## config.mk

```make
export PLATFORM = sky130hd
export DESIGN_NAME = transmission8_link
export DESIGN_NICKNAME = d
export VERILOG_FILES = /design/src/rtl/transmission8_link_pkg.sv /design/src/rtl/transmission8_link_demux.sv /design/src/rtl/transmission8_link.sv
export SDC_FILE = /design/constraint.sdc
export NUM_CORES = 1
export LEC_CHECK = 0
export BUFFER_PORTS_ARGS = -buffer_cell sky130_fd_sc_hd__buf_2
export CORE_AREA = 5 5 42 44
export CTS_CLUSTER_DIAMETER = 50
export DETAILED_ROUTE_END_ITERATION = 10
export DIE_AREA = 0 0 47 49
export GPL_ROUTABILITY_DRIVEN = 1
export SLEW_MARGIN = 40
export SYNTH_ARGS = -nofsm -noshare
export SYNTH_HDL_FRONTEND = slang
export SYNTH_HIERARCHICAL = 1
export SYNTH_SLANG_ARGS = --single-unit
export TNS_END_PERCENT = 1
```

## constraint.sdc

```tcl
create_clock -name clk -period 5.89 [get_ports clk]
set_input_delay 1.178 -clock clk [delete_from_list [all_inputs] [get_ports clk]]
set_output_delay 1.178 -clock clk [all_outputs]
set_load 0.03 [all_outputs]
```

## src/rtl/transmission8_link_pkg.sv

```systemverilog
// Shared widths, types and idle constants for the 8-channel select/distribute link.
package transmission8_link_pkg;
  localparam int CH_W = 8;
  localparam int SEL_W = 3;

  typedef logic [SEL_W-1:0] sel_t;
  typedef logic [CH_W-1:0]  chan_t;

  localparam logic  IDLE_LEVEL = 1'b1;
  localparam chan_t IDLE_WORD  = 8'hFF;
endpackage

```

## src/rtl/transmission8_link_demux.sv

```systemverilog
// Combinational 1:WIDTH distributor: the selected output carries line, all others idle.
module transmission8_demux #(
  parameter int   WIDTH      = 8,
  parameter int   SEL_W      = 3,
  parameter logic IDLE_LEVEL = 1'b1
) (
  input  logic             line,
  input  logic [SEL_W-1:0] sel,
  output logic [WIDTH-1:0] out
);

  always_comb begin
    out      = {WIDTH{IDLE_LEVEL}};
    out[sel] = line;
  end

endmodule

```

## src/rtl/transmission8_link.sv

```systemverilog
// 8:1 selector feeding a 1:8 distributor over a single line, with a registered output.
module transmission8_link
  import transmission8_link_pkg::*;
#(
  parameter int   WIDTH      = CH_W,
  parameter logic IDLE_LEVEL = 1'b1
) (
  input  logic             clk,
  input  logic             rst,
  input  logic [WIDTH-1:0] iData,
  input  logic             A,
  input  logic             B,
  input  logic             C,
  output logic [WIDTH-1:0] oData
);

  // Select width follows the channel count so the two can never disagree.
  localparam int SEL_W_L = $clog2(WIDTH);

  logic [SEL_W_L-1:0] sel_p0;
  logic               line_p0;
  logic [WIDTH-1:0]   next_p0;
  logic [WIDTH-1:0]   data_p1;

  assign sel_p0  = {C, B, A};
  assign line_p0 = iData[sel_p0];

  transmission8_demux #(
    .WIDTH      (WIDTH),
    .SEL_W      (SEL_W_L),
    .IDLE_LEVEL (IDLE_LEVEL)
  ) u_demux (
    .line (line_p0),
    .sel  (sel_p0),
    .out  (next_p0)
  );

  // p0 -> p1: output register, forced to idle while in reset
  always_ff @(posedge clk) begin
    if (rst) data_p1 <= {WIDTH{IDLE_LEVEL}};
    else     data_p1 <= next_p0;
  end

  assign oData = data_p1;

endmodule

```

Word level (Yosys, flattened, before mapping) --
Cells that the tools add are included.
Storage, ports and cells: flip-flop bits (word level) 8, bits of input ports 13, output and inout bits 8
Operators by class: $lt $le $gt $ge 2, muxes and demuxes 4, bitwise operators 2, reductions and logical operators 1
Operators with widths (count):
- NOT 8 bit | 1
- OR 8 bit | 1
- < comparator 3 x 4 -> 1 bit (second input constant) | 1
- binary-select mux 1 bit (select 3 bit) | 1
- demux 1 bit (select 3 bit) | 1
- >= comparator 3 x 1 -> 1 bit (second input constant) | 1
- 2-to-1 mux 1 bit | 2
- logical AND 1 bit | 1

Depth between registers and ports, before layout --
Gate-level depths: netlist of run 1.
depth after elaboration 6, gate-level depth with buffers 4, gate-level depth less buffers 4

Modules after synthesis --
The synthesis of run 1 kept the hierarchy.
By module, submodules not included:
- transmission8_link | times used 1, cells an instance 19, area each 274.0 µm², sequential area each 160.2 µm²
- transmission8_demux | times used 1, cells an instance 8, area each 80.1 µm², sequential area each 0.0 µm²

Least setup slack after synthesis of run 1 --
No wires, ideal clock.
path kind input-to-reg, from input port A, to register data_p1[1], in the netlist oData[1], library setup time 123 ps, data arrival time 2758 ps, data required time 5767 ps, setup slack 3008 ps, stages 4, path buffers 0, cell sequence mux4_1 mux2_2 or4b_1 or2_2
On the way: elaborated cells between the ends (all ways) 9
RTL lines:
- start, declared | RTL line transmission8_link.sv:11 | input logic A,
- binary-select mux 1 bit (select 3 bit) | RTL line transmission8_link.sv:26 | assign line_p0 = iData[sel_p0];
- 2-to-1 mux 1 bit (not written as such) | RTL line transmission8_link.sv:26
- named net line_p0 | RTL line transmission8_link.sv:21 | logic line_p0;
- OR 8 bit (no source line)
- named net next_p0[1] | RTL line transmission8_link.sv:22 | logic [WIDTH-1:0] next_p0;
- end signal, assigned | RTL line transmission8_link.sv:40 | if (rst) data_p1 <= {WIDTH{IDLE_LEVEL}};
- end signal, assigned | RTL line transmission8_link.sv:41 | else data_p1 <= next_p0;
- end, declared | RTL line transmission8_link.sv:23 | logic [WIDTH-1:0] data_p1;
The timed path passes the listed nets, and every way through them passes these cells. The select of a mux whose other input is x is not followed. A chain may end at the register's enable or synchronous reset.

Final worst setup path of run 1 --
Ends and elaborated chain as after synthesis.

==> impl_metrics.py, run 1 <==
metrics = {
    "cells_and_area": {
        "n_antenna_cell": 0,
        "finish.instance_area_um2": 497,
        "syn2layout_area_growth_pct": 40.3,
        "largest_reg_flops": 8,
        "final_util": 0.354,
        "drive_gt1_frac": 0.640,
        "fillers": 161,
        "fin_nets": 65,
    },
    "synthesis": {
        "synth_edf_count": 0,
        "yosysSeqAreaShare": 0.452,
        "synthArstFlopShare": 0,
        "synth.distinct_cells": 8,
        "yosys_warnings": 6,
        "synthTopCellsByCount": "8 x dfxtp_1, 8 x or2_2, 3 x nand4bb_1, 3 x or4b_1, 2 x mux4_1",
        "synth.area.top_cells": "dfxtp_1 45%, mux4_1 15%, or2_2 14%",
        "netlist_area_um2": 354,
        "synth_top_area_share": 0.452,
        "synth_nets": 40,
        "syn_area_per_cell_um2": 13.1,
        "ys_seq_elements": 8,
        "synthFlopType": "dfxtp_1",
        "syn_inst": 27,
        "synth_top_area_cell": "dfxtp_1",
    },
    "clock_network": {
        "hold_buffers": 0,
        "cts_max_level": 1,
        "clock_sinks": 8,
        "cts_root_buf": "clkbuf_4",
        "cts_tree": "done",
        "clkSlewWorstSetupHoldPaths_ns": 0.05,
        "clock_path_buffers": 2,
        "cts_setup_buffers": 0,
        "ctsResizeCount": 0,
        "cts_buffers": 3,
    },
    "die": {
        "core_area_um2": 1400,
        "rows": 14,
        "fp.dieW_um": 47,
        "start_util": 0.253,
        "io_pins": 21,
        "dieArea_um2": 2300,
        "die_y_um": 49,
    },
    "setup_path": {
        "crit_chain": "buf_2, mux4_1, mux2_2, or4b_1, or2_2",
        "cpMaxStageDelayCell": "mux4_1",
        "cp_data_arrival_time_ns": 3.02,
        "endpoint_kind": "flop",
        "critPathLaunch": "A",
        "crit_type": "primary input to flop",
        "crit_required_ns": 6.02,
        "cpPeakStageDelay_ns": 0.56,
        "critPathMaxFanout": 10,
        "cp_top_family": "multiplexers",
        "crit_buf_inv": 1,
        "start_kind": "primary input",
    },
    "sta": {
        "finalSetupViolations": 0,
        "fin_crit_ns": 2.89,
        "max_freq_mhz": 346,
        "worst_slew_pin_slew_ns": 0.159,
        "period_share": 0.491,
        "rsz0062_at_grt": "no",
        "whs_ns": 1.21,
        "hold_viol": 0,
        "slew_headroom": 0.894,
        "finalMaxSlewViolations": 0,
        "fin_tns_setup_ns": 0,
    },
    "worst_hold_path": {
        "hp-class": "primary input to flop",
        "hp-start": "rst",
    },
    "pwr": {
        "power-per-cell-area_nw_per_um2": 226,
        "vdd_drop_max_uv": 69.0,
        "p_leak_nw": 0.194,
        "p_total_mw": 0.112,
    },
    "grt": {
        "grt_pass1_vias": 298,
        "overflow": 0,
        "grt_use_total": 0.0694,
        "antenna_found_initial": 0,
        "grt_max_degree": 11,
        "grt_pass1_wl_um": 1150,
    },
    "routing": {
        "drt_first_pass_iters": 1,
        "final_antenna_net_count": 0,
        "wl_um": 718,
        "vias": 301,
        "wire_per_inst_um": 10.9,
        "drt_iter0_markers": 0,
        "drc": 0,
        "vias_per_cell": 4.56,
    },
    "run_status": {
        "status": "complete, no violations",
    },
    "place": {
        "port_buffers": 20,
        "dpl_cell_area_um2": 474,
        "place_congestion": 0.655,
    },
    "job": {
        "maxCapViolations": 0,
    },
}
## worst paths after layout
path,end,slack [ns],cells past startpoint
worst max-delay path,oData[1],3.00,5
worst min-delay path,oData[7],1.21,2
## per-stage QoR
stage | cells | setup slack (ns)
after floorplan | 27 | 3.01
after global placement | 63 | 2.75
final | 66 | 3.00
after global routing | 66 | 2.93
after detailed placement | 63 | 2.73
after CTS | 66 | 2.99
## cells by family after synthesis
family,share of synthesized area
DFF,0.452
and+or+nand+nor,0.368
muxes,0.180
## final cells by class
class	count	area [um^2]	area share
clock buffer	3	22.5	0.0453
multi-input combinational	19	194	0.390
sequential	8	160	0.322
tap	16	20.0	0.0403
timing repair buffer	20	100	0.202
## routing by layer
layer,share of wire,GRT usage,up-vias,routed length (um)
met5,0,0,-,0
met4,0,0.0691,0,0
met3,0.13,0.0148,0,92
met2,0.47,0.102,16,341
met1,0.40,0.0759,132,284
li1,-,-,153,-
## power by group
part	switching [mW]	internal, mW
Sequential	0.000222	0.0554
Clock	0.0157	0.0231
Combinational	0.00844	0.00936
Total	0.0244	0.0879
## layout by cell type, fill, tap and decap left out
master,n
buf_2,20
clkbuf_4,3
dfxtp_1,8
mux2_2,1
mux4_1,2
nand4b_1,1
nand4bb_1,3
or2_2,8
or4_1,1
or4b_1,3
Note: power is estimated with default switching activity, not from simulation.
==> run 2: changes to the inputs <==
Clock period 5.89 ns to 2.8 ns, I/O delays scaled along.
==> impl_metrics.py, run 2 (same netlist as run 1, synthesis figures left out) <==
metrics = {
    "run_status": {
        "status": "complete, no violations",
    },
    "clock_network": {
        "clock_sinks": 8,
        "hold_buffers": 0,
        "clkSlewWorstSetupHoldPaths_ns": 0.05,
        "cts_buffers": 3,
        "ctsResizeCount": 0,
        "clock_path_buffers": 2,
        "cts_tree": "done",
        "cts_max_level": 1,
        "cts_root_buf": "clkbuf_4",
        "cts_setup_buffers": 0,
    },
    "routing": {
        "drc": 0,
        "vias": 296,
        "drt_first_pass_iters": 4,
        "drt_iter0_markers": 5,
        "final_antenna_net_count": 0,
        "wl_um": 678,
        "wire_per_inst_um": 10.3,
        "vias_per_cell": 4.48,
    },
    "sta": {
        "finalSetupViolations": 0,
        "fin_crit_ns": 2.29,
        "rsz0062_at_grt": "no",
        "max_freq_mhz": 436,
        "finalMaxSlewViolations": 0,
        "slew_headroom": 0.894,
        "worst_slew_pin_slew_ns": 0.159,
        "hold_viol": 0,
        "period_share": 0.819,
        "fin_tns_setup_ns": 0,
    },
    "place": {
        "port_buffers": 20,
        "place_congestion": 0.683,
        "dp_hpwl_um": 561,
        "dpl_cell_area_um2": 474,
    },
    "die": {
        "rows": 14,
        "start_util": 0.253,
        "fp.dieW_um": 47,
        "io_pins": 21,
        "dieArea_um2": 2300,
        "die_y_um": 49,
        "core_area_um2": 1400,
    },
    "grt": {
        "grt_use_total": 0.0602,
        "antenna_found_initial": 0,
        "grt_max_degree": 11,
        "grt_pass1_wl_um": 1000,
        "grt_pass1_vias": 267,
        "overflow": 0,
    },
    "worst_hold_path": {
        "hp-class": "primary input to flop",
        "hp-start": "rst",
    },
    "cells_and_area": {
        "drive_gt1_frac": 0.640,
        "syn2layout_area_growth_pct": 40.3,
        "fillers": 152,
        "fin_nets": 65,
        "largest_reg_flops": 8,
        "final_cell_mix": "20 x buf_2, 8 x or2_2, 8 x dfxtp_1",
        "n_antenna_cell": 0,
        "final_util": 0.354,
        "finish.instance_area_um2": 497,
        "final_common_cell": "buf_2",
    },
    "setup_path": {
        "start_kind": "primary input",
        "cp_data_arrival_time_ns": 2.42,
        "cpMaxStageDelayCell": "mux4_1",
        "crit_chain": "buf_2, mux4_1, mux2_2, or4b_1, or2_2",
        "crit_type": "primary input to flop",
        "cpPeakStageDelay_ns": 0.57,
        "critPathMaxFanout": 10,
        "endpoint_kind": "flop",
        "crit_required_ns": 2.93,
        "critPathLaunch": "A",
    },
    "pwr": {
        "p_total_mw": 0.236,
        "vdd_drop_max_uv": 138,
        "p_leak_nw": 0.194,
        "power-per-cell-area_nw_per_um2": 474,
    },
    "job": {
        "maxCapViolations": 0,
    },
}
[run 2: cell type report]
type / instances / area [um^2] / share of cell area
clock buffers: 3 / 22.5 / 0.0453
repair buffers: 20 / 100 / 0.202
multi-input cells: 19 / 194 / 0.390
flip-flops and latches: 8 / 160 / 0.322
well taps: 16 / 20.0 / 0.0403
[run 2: worst paths after layout]
check | endpoint | slack (ns) | cells after the start
min | oData[5] | 0.58 | 2
max | oData[1] | 0.51 | 5
[run 2: layer usage]
layer	vias to the layer above	track usage	share of wire
met5	-	0	0
li1	153	-	-
met3	0	0.0185	0.15
met1	125	0.0625	0.37
met2	18	0.0905	0.48
met4	0	0.0553	0
[run 2: through the flow]
step                hold slack [ns]  setup slack (ns)  std cells
floorplan                     0.664             0.536         27
global placement              0.834             0.293         63
detailed placement            0.836             0.251         63
CTS                           0.583             0.510         66
global route                  0.600             0.439         66
finish                        0.583             0.508         66
[run 2: report_power, final]
part           internal [mW]  switching, mW
clock network         0.0486         0.0327
registers              0.117       0.000452
logic                 0.0197         0.0175
[run 2: worst max-delay path, delay by kind of cell]
kind | cells | cell delay [ns]
buffers and inverters | 1 | 0.17
muxes | 2 | 0.90
and+or+nand+nor | 2 | 0.79
